## src/rtl/cla_pipe_clk_pkg.sv

```systemverilog
// Shared defaults and helpers for the pipelined carry-lookahead adder/subtractor.
package cla_pipe_clk_pkg;

  localparam int CLA_WIDTH_DFLT  = 32;
  localparam int CLA_STAGES_DFLT = 4;

  function automatic int chunk_width(input int width, input int stages);
    return (stages > 0) ? width / stages : 0;
  endfunction

endpackage

```

## src/rtl/cla_chunk.sv

```systemverilog
// Combinational W-bit carry-lookahead adder chunk; every carry is a flat
// generate/propagate sum-of-products rather than a ripple chain.
module cla_chunk #(
  parameter int W = 8
) (
  input  logic [W-1:0] a,
  input  logic [W-1:0] b,
  input  logic         ci,
  output logic [W-1:0] s,
  output logic         co,
  output logic         c_msb
);

  logic [W-1:0] g;
  logic [W-1:0] p;
  logic [W:0]   c;

  always_comb begin
    logic t;
    logic pp;
    g = a & b;
    p = a ^ b;
    c = '0;
    c[0] = ci;
    for (int i = 0; i < W; i++) begin
      t  = g[i];
      pp = p[i];
      for (int j = i - 1; j >= 0; j--) begin
        t  = t | (pp & g[j]);
        pp = pp & p[j];
      end
      c[i+1] = t | (pp & ci);
    end
  end

  assign s     = p ^ c[W-1:0];
  assign co    = c[W];
  assign c_msb = c[W-1];

endmodule

```

## src/rtl/cla_pipe_clk.sv

```systemverilog
// Pipelined WIDTH-bit adder/subtractor: an entry register plus STAGES
// carry-lookahead chunk stages with the inter-chunk carry registered.
module cla_pipe_clk
  import cla_pipe_clk_pkg::*;
#(
  parameter int WIDTH  = CLA_WIDTH_DFLT,
  parameter int STAGES = CLA_STAGES_DFLT
) (
  input  logic             clk,
  input  logic             reset_n,
  input  logic             en,
  input  logic             in_valid,
  input  logic [WIDTH-1:0] a,
  input  logic [WIDTH-1:0] b,
  input  logic             ci,
  input  logic             sub,
  output logic             out_valid,
  output logic [WIDTH-1:0] s,
  output logic             co,
  output logic             ovf
);

  localparam int CW = chunk_width(WIDTH, STAGES);

  if ((STAGES < 1) || (CW < 1) || ((WIDTH % STAGES) != 0)) begin : g_param_chk
    $error("cla_pipe_clk: WIDTH must be a positive multiple of STAGES");
  end

  logic [WIDTH-1:0] s_q, s_d;
  logic             co_q, co_d;
  logic             ovf_q, ovf_d;
  logic             out_valid_q, out_valid_d;

  // Stage k register holds: finished sum chunks below k*CW and raw operand A
  // above it (aw), the not-yet-used part of b_eff (bw), the chunk carry-in and valid.
  for (genvar k = 0; k < STAGES; k++) begin : g_stg
    localparam int RB = WIDTH - k * CW;

    logic [WIDTH-1:0] aw_q, aw_d;
    logic [RB-1:0]    bw_q, bw_d;
    logic             c_q, c_d;
    logic             v_q, v_d;
    logic [CW-1:0]    ch_s;
    logic             ch_co;
    logic             ch_cmsb;

    cla_chunk #(.W(CW)) u_chunk (
      .a    (aw_q[k*CW +: CW]),
      .b    (bw_q[CW-1:0]),
      .ci   (c_q),
      .s    (ch_s),
      .co   (ch_co),
      .c_msb(ch_cmsb)
    );

    if (k == 0) begin : g_load
      always_comb begin
        aw_d = a;
        bw_d = sub ? ~b : b;
        c_d  = sub | ci;
        v_d  = in_valid;
      end
    end else begin : g_load
      always_comb begin
        aw_d                  = g_stg[k-1].aw_q;
        aw_d[(k-1)*CW +: CW]  = g_stg[k-1].ch_s;
        bw_d                  = g_stg[k-1].bw_q[WIDTH-(k-1)*CW-1:CW];
        c_d                   = g_stg[k-1].ch_co;
        v_d                   = g_stg[k-1].v_q;
      end
    end

    if (k != STAGES - 1) begin : g_mid
      logic unused_c_msb;
      assign unused_c_msb = ch_cmsb;
    end

    always_ff @(posedge clk or negedge reset_n) begin
      if (!reset_n) begin
        aw_q <= '0;
        bw_q <= '0;
        c_q  <= 1'b0;
        v_q  <= 1'b0;
      end else if (en) begin
        aw_q <= aw_d;
        bw_q <= bw_d;
        c_q  <= c_d;
        v_q  <= v_d;
      end
    end
  end

  always_comb begin
    s_d                        = g_stg[STAGES-1].aw_q;
    s_d[(STAGES-1)*CW +: CW]   = g_stg[STAGES-1].ch_s;
    co_d                       = g_stg[STAGES-1].ch_co;
    ovf_d                      = g_stg[STAGES-1].ch_co ^ g_stg[STAGES-1].ch_cmsb;
    out_valid_d                = g_stg[STAGES-1].v_q;
  end

  always_ff @(posedge clk or negedge reset_n) begin
    if (!reset_n) begin
      s_q         <= '0;
      co_q        <= 1'b0;
      ovf_q       <= 1'b0;
      out_valid_q <= 1'b0;
    end else if (en) begin
      s_q         <= s_d;
      co_q        <= co_d;
      ovf_q       <= ovf_d;
      out_valid_q <= out_valid_d;
    end
  end

  assign s         = s_q;
  assign co        = co_q;
  assign ovf       = ovf_q;
  assign out_valid = out_valid_q;

endmodule

```

## config.mk

```make
export PLATFORM = sky130hd
export DESIGN_NAME = cla_pipe_clk
export DESIGN_NICKNAME = d
export VERILOG_FILES = /design/src/rtl/cla_pipe_clk_pkg.sv /design/src/rtl/cla_chunk.sv /design/src/rtl/cla_pipe_clk.sv
export SDC_FILE = /design/constraint.sdc
export NUM_CORES = 1
export LEC_CHECK = 0
export CAP_MARGIN = 25
export CELL_PAD_IN_SITES_DETAIL_PLACEMENT = 1
export CELL_PAD_IN_SITES_GLOBAL_PLACEMENT = 1
export CORE_AREA = 4 4 156 158
export CTS_BUF_LIST = sky130_fd_sc_hd__clkbuf_8 sky130_fd_sc_hd__clkbuf_16
export DETAILED_ROUTE_END_ITERATION = 12
export DIE_AREA = 0 0 160 162
export PLACE_DENSITY_LB_ADDON = 0.1
export SYNTH_ARGS = -nofsm -noshare
export SYNTH_HDL_FRONTEND = slang
export SYNTH_SLANG_ARGS = --single-unit
```

## constraint.sdc

```tcl
create_clock -name clk -period 2.3 [get_ports clk]
set_clock_uncertainty 0.05 [all_clocks]
set_input_delay 0.23 -clock clk [delete_from_list [all_inputs] [get_ports clk]]
set_output_delay 0.23 -clock clk [all_outputs]
set_load 0.005 [all_outputs]
```

==> results of run 1 <==
## where the power goes
part | switching (W) | internal, W | leakage, nW
combinational | 0.00143 | 0.00216 | 2.08
sequential | 0.000704 | 0.00560 | 2.89
clock | 0.00174 | 0.00274 | 0.475
total | 0.00388 | 0.0105 | 5.45
## kinds of logic (layout without fill, tap and decap cells)
group	Yosys count	after routing	synth area share (%)
XOR/XNOR	53	53	4.34
multiplexers	203	203	21.4
flip-flops	251	251	58.7
adder cells (fa/ha/maj)	36	36	4.49
buffers and inverters	40	173	1.68
AO/OA/AOI/OAI	110	110	6.74
AND/OR/NAND/NOR	63	63	2.68
## area by class of cell
class	count	area, um2	share of cell area (%)
Timing Repair Buffer	120	1230	9.42
Sequential cell	251	6280	48.1
Inverter	3	11.3	0.0862
Multi-Input combinational cell	465	4240	32.4
Tap cell	290	363	2.78
Clock buffer	35	786	6.01
Clock inverter	15	156	1.20
## path summary, 6_finish.rpt
path,from,endpoint
max,g_stg[2].aw_q[16],g_stg[3].aw_q[23]
min,en,g_stg[0].bw_q[22]
max reg2reg,g_stg[2].aw_q[16],g_stg[3].aw_q[23]
min reg2reg,g_stg[1].aw_q[2],g_stg[1].aw_q[2]
max in group asynchronous,reset_n,g_stg[0].bw_q[24]
min in group asynchronous,reset_n,s[12]
## worst max-delay path: stages (launching register included)
cell,delay [ns]
sky130_fd_sc_hd__dfrtp_1,0.41
sky130_fd_sc_hd__ha_1,0.34
sky130_fd_sc_hd__a211oi_2,0.27
sky130_fd_sc_hd__o21bai_2,0.15
sky130_fd_sc_hd__a41oi_2,0.29
sky130_fd_sc_hd__nor4b_1,0.08
sky130_fd_sc_hd__or3_1,0.38
## registers in the layout, summed over array words and instances, names as in the netlist
register / flops
g_stg.aw_q: 128
g_stg.c_q: 4
g_stg.v_q: 4
s: 32
g_stg.bw_q: 80
ovf: 1
out_valid: 1
co: 1
## per-stage QoR
step	cells	total power, W	util, %
2_1_floorplan	756	0.00844	-
5_1_grt	1179	0.0152	56.5
3_5_place_dp	1128	0.0100	52.4
3_3_place_gp	1128	0.00978	52.4
6_report	1179	0.0144	56.5
4_1_cts	1179	0.0146	56.5
## layout by cell type (no fill, tap or decap), drive strengths merged, types with 2 or more instances in the layout
cell type      count
bufinv             3
nor3               2
a21oi             44
o21bai             4
dfrtp            251
nor2              45
a21o              12
clkdlybuf4s50    101
buf               18
xnor2             48
inv                6
a211oi            14
fa                 4
xor2               5
nand2              7
a31oi              6
clkinvlp           2
clkinv             7
clkbuf            35
o21a               4
o21ai             16
o2bb2ai            4
mux2             203
or3                2
and2               2
nor4b              2
ha                32
## routing by layer
metal	vias to the layer above	track usage, %	wire (um)
met1	3172	22.0	9560
li1	2897	-	-
met3	29	2.44	569
met5	-	0	0
met2	84	28.8	10500
met4	0	4.03	492
## repair_timing
item,in CTS,in global routing
gates resized for setup,0,0
hold endpoints to repair,65,0
buffers inserted,0,0
hold buffers,1,0
==> flow_results.xml, run 1 <==
<?xml version="1.0" encoding="UTF-8"?>
<metrics>
  <group name="global_route">
    <metric name="grtUsageTotal" unit="%">16.5</metric>
    <metric name="grt_start_max_net_pins" unit="">92</metric>
    <metric name="grt-ovfl-total" unit="">0</metric>
    <metric name="antenna_found_initial" unit="">0</metric>
    <metric name="via_count_of_the_first_global_routing_pass" unit="">7098</metric>
    <metric name="first_pass_grt_wire_length" unit="um">36000</metric>
  </group>
  <group name="logic_synthesis">
    <metric name="syn_nets" unit="">862</metric>
    <metric name="postSynthCellCount" unit="">756</metric>
    <metric name="synth.top_cells.by_area" unit="">sky130_fd_sc_hd__dfrtp_1 (59%), sky130_fd_sc_hd__mux2_2 (21%), sky130_fd_sc_hd__xnor2_1 (3.9%), sky130_fd_sc_hd__ha_1 (3.7%), sky130_fd_sc_hd__a21oi_1 (2.1%)</metric>
    <metric name="ys_types" unit="">38</metric>
    <metric name="synth_area" unit="um2">10700</metric>
    <metric name="synth_seq_area_share" unit="%">58.7</metric>
    <metric name="synthesis.yosys.warnings" unit="">0</metric>
    <metric name="asyncSetResetFlopFracSynth" unit="%">100</metric>
    <metric name="synthMostInstantiatedCell" unit="">sky130_fd_sc_hd__dfrtp_1</metric>
    <metric name="synth_seq_cells" unit="">251</metric>
    <metric name="syn_avg_cell_area" unit="um2">14.2</metric>
    <metric name="ys.flop_type" unit="">sky130_fd_sc_hd__dfrtp_1</metric>
    <metric name="netlist.area_leader.share" unit="%">58.7</metric>
    <metric name="count_of_flip_flops_with_a_built_in_enable_after_synthesis" unit="">0</metric>
    <metric name="synth_area_leader_cell" unit="">sky130_fd_sc_hd__dfrtp_1</metric>
    <metric name="synthTopCellsByCount" unit="">sky130_fd_sc_hd__dfrtp_1 (251), sky130_fd_sc_hd__mux2_2 (203), sky130_fd_sc_hd__xnor2_1 (48)</metric>
  </group>
  <group name="layout">
    <metric name="layout-area-overhead-vs-synth" unit="%">22.1</metric>
    <metric name="fillCellCount" unit="">2210</metric>
    <metric name="layout.cell_area.non_filler" unit="um2">13100</metric>
    <metric name="drive_above_1_share" unit="%">31.5</metric>
    <metric name="finish.net_count" unit="">974</metric>
    <metric name="n_antenna_cell" unit="">0</metric>
  </group>
  <group name="critical_path">
    <metric name="endpoint_kind" unit="">flip-flop</metric>
    <metric name="critical_path_required" unit="ns">2.65</metric>
    <metric name="critPathMaxFanout" unit="">4</metric>
    <metric name="reg2reg_slack" unit="ns">0.20</metric>
    <metric name="setup.worst_path.class" unit="">flip-flop to flip-flop</metric>
    <metric name="critical_path_arrival" unit="ns">2.45</metric>
    <metric name="critPathLaunchType" unit="">flip-flop</metric>
    <metric name="timing.reg2reg.worst_path_depth" unit="">6</metric>
  </group>
  <group name="floorplanning">
    <metric name="fp-row-count" unit="">56</metric>
    <metric name="die-area" unit="um2">25900</metric>
    <metric name="fp.dieH" unit="um">162</metric>
    <metric name="pin_count" unit="">105</metric>
    <metric name="initial_utilization" unit="%">46.3</metric>
    <metric name="die_width" unit="um">160</metric>
    <metric name="fp.coreArea" unit="um2">23100</metric>
  </group>
  <group name="pwr">
    <metric name="static-leakage-power" unit="nW">5.45</metric>
    <metric name="power-per-cell-area" unit="nW/um2">1100</metric>
    <metric name="worst_ir_drop_vdd" unit="V">0.000573</metric>
  </group>
  <group name="sta">
    <metric name="rsz_0062_raised_after_global_routing" unit="">false</metric>
    <metric name="maxSlewHeadroom" unit="%">58.9</metric>
    <metric name="fin_crit_sh" unit="%">91.2</metric>
    <metric name="tns" unit="ns">0</metric>
    <metric name="report.final.setup_viol" unit="">0</metric>
    <metric name="finalMaxSlewViolations" unit="">0</metric>
    <metric name="fmaxAchievable" unit="GHz">0.477</metric>
    <metric name="finalHoldViolations" unit="">0</metric>
    <metric name="worst_slew_pin_slew" unit="ns">0.616</metric>
    <metric name="worst_slack" unit="ns">0.202</metric>
    <metric name="final_period_minus_worst_setup_slack" unit="ns">2.10</metric>
    <metric name="worst_hold_slack" unit="ns">0.0514</metric>
  </group>
  <group name="min_path">
    <metric name="hp-class" unit="">primary input to flip-flop</metric>
    <metric name="holdPathStages" unit="">2</metric>
  </group>
  <group name="flow_run">
    <metric name="cap_viol_max_count" unit="">0</metric>
  </group>
  <group name="cts">
    <metric name="tritoncts" unit="">done</metric>
    <metric name="tritoncts.num_buffers" unit="">27</metric>
    <metric name="clkTransAtPathRegs" unit="ns">0.06</metric>
    <metric name="clk-insertion-delay-late" unit="ns">0.53</metric>
    <metric name="cts.sink_count" unit="">251</metric>
    <metric name="cts.path.max_buffers" unit="">3</metric>
    <metric name="clock_tree.root_cell" unit="">sky130_fd_sc_hd__clkbuf_16</metric>
    <metric name="clock_tree.htree_level_count" unit="">1</metric>
  </group>
  <group name="route">
    <metric name="detail_route.drc_violations" unit="">0</metric>
    <metric name="drt-vias-per-instance" unit="">5.24</metric>
    <metric name="firstDrtPassIters" unit="">4</metric>
    <metric name="drtIter0Drc" unit="">281</metric>
    <metric name="final_antenna_net_count" unit="">0</metric>
    <metric name="routed_wirelength" unit="um">21100</metric>
    <metric name="via_count" unit="">6182</metric>
    <metric name="detail_route.wl_per_cell" unit="um">17.9</metric>
  </group>
  <group name="placement">
    <metric name="placer_congestion" unit="">0.774</metric>
    <metric name="placed_cell_area" unit="um2">12100</metric>
    <metric name="dp_worst_setup_slack" unit="ns">0.199</metric>
    <metric name="io_buffers" unit="">104</metric>
    <metric name="dp_wirelength" unit="um">14100</metric>
  </group>
  <group name="status">
    <metric name="status" unit="">finished clean</metric>
  </group>
</metrics>
(Power assumes the default switching activity.)
==> run 2, diff against run 1 <==
--- a/config.mk
+++ b/config.mk
@@ -12,6 +12,7 @@
 export CTS_BUF_LIST = sky130_fd_sc_hd__clkbuf_8 sky130_fd_sc_hd__clkbuf_16
 export DETAILED_ROUTE_END_ITERATION = 12
 export DIE_AREA = 0 0 160 162
+export GPL_TIMING_DRIVEN = 1
 export PLACE_DENSITY_LB_ADDON = 0.1
 export SYNTH_ARGS = -nofsm -noshare
 export SYNTH_HDL_FRONTEND = slang
==> results of run 2 <==
Final layout, timing and power as in run 1 (identical DEF).
==> run 3, diff against run 2 <==
--- a/config.mk
+++ b/config.mk
@@ -5,6 +5,7 @@
 export SDC_FILE = /design/constraint.sdc
 export NUM_CORES = 1
 export LEC_CHECK = 0
+export ABC_CLOCK_PERIOD_IN_PS = 2400
 export CAP_MARGIN = 25
 export CELL_PAD_IN_SITES_DETAIL_PLACEMENT = 1
 export CELL_PAD_IN_SITES_GLOBAL_PLACEMENT = 1
==> constraint.sdc (replaced) <==
create_clock -name clk -period 2.4 [get_ports clk]
set_clock_uncertainty 0.05 [all_clocks]
set_input_delay 0.24 -clock clk [delete_from_list [all_inputs] [get_ports clk]]
set_output_delay 0.24 -clock clk [all_outputs]
set_load 0.005 [all_outputs]
==> flow_results.xml, run 3 (synthesis gave the netlist of run 1 again) <==
<?xml version="1.0" encoding="UTF-8"?>
<metrics>
  <group name="floorplanning">
    <metric name="die-area" unit="um2">25900</metric>
    <metric name="initial_utilization" unit="%">46.3</metric>
    <metric name="fp.coreArea" unit="um2">23100</metric>
    <metric name="pin_count" unit="">105</metric>
    <metric name="die_width" unit="um">160</metric>
    <metric name="fp-row-count" unit="">56</metric>
    <metric name="fp.dieH" unit="um">162</metric>
  </group>
  <group name="route">
    <metric name="firstDrtPassIters" unit="">4</metric>
    <metric name="via_count" unit="">6180</metric>
    <metric name="drtIter0Drc" unit="">274</metric>
    <metric name="final_antenna_net_count" unit="">0</metric>
    <metric name="routed_wirelength" unit="um">20900</metric>
    <metric name="detail_route.wl_per_cell" unit="um">17.8</metric>
    <metric name="drt-vias-per-instance" unit="">5.26</metric>
    <metric name="detail_route.drc_violations" unit="">0</metric>
  </group>
  <group name="placement">
    <metric name="placedCellCount" unit="">1125</metric>
    <metric name="io_buffers" unit="">104</metric>
    <metric name="placed_cell_area" unit="um2">12100</metric>
    <metric name="dp_worst_setup_slack" unit="ns">0.296</metric>
    <metric name="dp_wirelength" unit="um">14000</metric>
    <metric name="placer_congestion" unit="">0.787</metric>
  </group>
  <group name="layout">
    <metric name="n_antenna_cell" unit="">0</metric>
    <metric name="layout.cell_area.non_filler" unit="um2">13000</metric>
    <metric name="drive_above_1_share" unit="%">30.5</metric>
    <metric name="finish.net_count" unit="">972</metric>
    <metric name="largest_register_ff_count" unit="">128</metric>
    <metric name="largest_register" unit="">g_stg.aw_q</metric>
    <metric name="final_cell_mix" unit="">sky130_fd_sc_hd__dfrtp_1 (251), sky130_fd_sc_hd__mux2_2 (203), sky130_fd_sc_hd__clkdlybuf4s50_1 (101), sky130_fd_sc_hd__xnor2_1 (48), sky130_fd_sc_hd__nor2_1 (45)</metric>
    <metric name="layout.cells.non_filler" unit="">1175</metric>
    <metric name="layout-area-overhead-vs-synth" unit="%">21.5</metric>
    <metric name="commonest_non_fill_non_tap_cell_in_the_layout" unit="">sky130_fd_sc_hd__dfrtp_1</metric>
  </group>
  <group name="global_route">
    <metric name="via_count_of_the_first_global_routing_pass" unit="">7014</metric>
    <metric name="antenna_found_initial" unit="">0</metric>
    <metric name="first_pass_grt_wire_length" unit="um">35800</metric>
    <metric name="grt-ovfl-total" unit="">0</metric>
    <metric name="grt_start_max_net_pins" unit="">82</metric>
    <metric name="grtUsageTotal" unit="%">16.4</metric>
  </group>
  <group name="critical_path">
    <metric name="critical_path_arrival" unit="ns">2.47</metric>
    <metric name="critical_path_required" unit="ns">2.76</metric>
    <metric name="critPathLaunchType" unit="">flip-flop</metric>
    <metric name="worstReg2RegStart" unit="">g_stg[2].aw_q[16]</metric>
    <metric name="timing.rr.end" unit="">g_stg[3].aw_q[23]</metric>
    <metric name="crit_path_to" unit="">g_stg[3].aw_q[23]</metric>
    <metric name="reg2reg_slack" unit="ns">0.29</metric>
    <metric name="critical_path.startpoint" unit="">g_stg[2].aw_q[16]</metric>
    <metric name="setup.worst_path.class" unit="">flip-flop to flip-flop</metric>
    <metric name="endpoint_kind" unit="">flip-flop</metric>
    <metric name="timing.reg2reg.worst_path_depth" unit="">6</metric>
    <metric name="critPathMaxFanout" unit="">4</metric>
  </group>
  <group name="sta">
    <metric name="report.final.setup_viol" unit="">0</metric>
    <metric name="final_period_minus_worst_setup_slack" unit="ns">2.11</metric>
    <metric name="finalMaxSlewViolations" unit="">0</metric>
    <metric name="rsz_0062_raised_after_global_routing" unit="">false</metric>
    <metric name="worst_slack" unit="ns">0.286</metric>
    <metric name="fin_crit_sh" unit="%">88.1</metric>
    <metric name="finalHoldViolations" unit="">0</metric>
    <metric name="worst_hold_slack" unit="ns">0.146</metric>
    <metric name="fmaxAchievable" unit="GHz">0.473</metric>
    <metric name="worst_slew_pin_slew" unit="ns">0.513</metric>
    <metric name="maxSlewHeadroom" unit="%">65.8</metric>
    <metric name="tns" unit="ns">0</metric>
  </group>
  <group name="cts">
    <metric name="cts.sink_count" unit="">251</metric>
    <metric name="cts.path.max_buffers" unit="">3</metric>
    <metric name="clock_tree.root_cell" unit="">sky130_fd_sc_hd__clkbuf_16</metric>
    <metric name="tritoncts" unit="">done</metric>
    <metric name="tritoncts.num_buffers" unit="">27</metric>
    <metric name="cts_resized" unit="">0</metric>
    <metric name="clkTransAtPathRegs" unit="ns">0.06</metric>
    <metric name="clock_tree.htree_level_count" unit="">1</metric>
    <metric name="clk-insertion-delay-late" unit="ns">0.53</metric>
  </group>
  <group name="pwr">
    <metric name="power-per-cell-area" unit="nW/um2">1040</metric>
    <metric name="static-leakage-power" unit="nW">5.43</metric>
    <metric name="worst_ir_drop_vdd" unit="V">0.000442</metric>
  </group>
  <group name="status">
    <metric name="status" unit="">finished clean</metric>
  </group>
  <group name="min_path">
    <metric name="hp-class" unit="">primary input to asynchronous set/reset pin</metric>
  </group>
  <group name="flow_run">
    <metric name="cap_viol_max_count" unit="">0</metric>
  </group>
</metrics>
-- run 3: where the power goes --
part	total [W]	internal (W)	leakage (nW)	switching [W]
Clock	0.00407	0.00245	0.468	0.00162
Combinational	0.00345	0.00207	2.07	0.00138
Sequential	0.00604	0.00537	2.89	0.000668
-- run 3: layer usage --
metal  GRT usage (%)  share of wire [%]  vias up
li1                -                  -     2909
met1            22.3                 45     3145
met2            28.0                 49       96
met3            2.69                3.0       30
met4            4.07                2.4        0
met5               0                  0        -
-- run 3: timing repair --
item                                   CTS  global route
hold buffers                             2             0
setup buffers                            0             0
endpoints found under the hold margin  219             0
-- run 3: critical path, cell delays in order, from the launching register on --
cell                       delay, ns
sky130_fd_sc_hd__dfrtp_1        0.41
sky130_fd_sc_hd__ha_1           0.34
sky130_fd_sc_hd__a211oi_2       0.28
sky130_fd_sc_hd__o21bai_2       0.15
sky130_fd_sc_hd__a41oi_2        0.27
sky130_fd_sc_hd__nor4b_1        0.08
sky130_fd_sc_hd__or3_1          0.39
-- run 3: worst min path at each step --
stage / start / end / slack [ns] / cells past startpoint
3_3_place_gp: reset_n / g_stg[2].aw_q[12] / 0.10 / 1
3_5_place_dp: reset_n / g_stg[2].aw_q[12] / 0.10 / 1
6_report: reset_n / g_stg[2].c_q / 0.15 / 2
2_1_floorplan: reset_n / co / -0.11 / 0
5_1_grt: reset_n / g_stg[0].bw_q[15] / 0.16 / 2
4_1_cts: reset_n / g_stg[2].c_q / 0.13 / 2
-- run 3: through the flow --
stage          power (W)  utilization [%]
2_1_floorplan    0.00809                -
3_3_place_gp     0.00937             52.3
3_5_place_dp     0.00960             52.3
4_1_cts           0.0138             56.2
5_1_grt           0.0144             56.2
6_report          0.0136             56.2
-- run 3: area by class of cell --
cell class / count / area (um2)
Clock buffer: 37 / 813
Clock inverter: 11 / 75.1
Fill cell: 2200 / 10100
Inverter: 3 / 11.3
Multi-Input combinational cell: 465 / 4240
Sequential cell: 251 / 6280
Tap cell: 290 / 363
Timing Repair Buffer: 118 / 1220
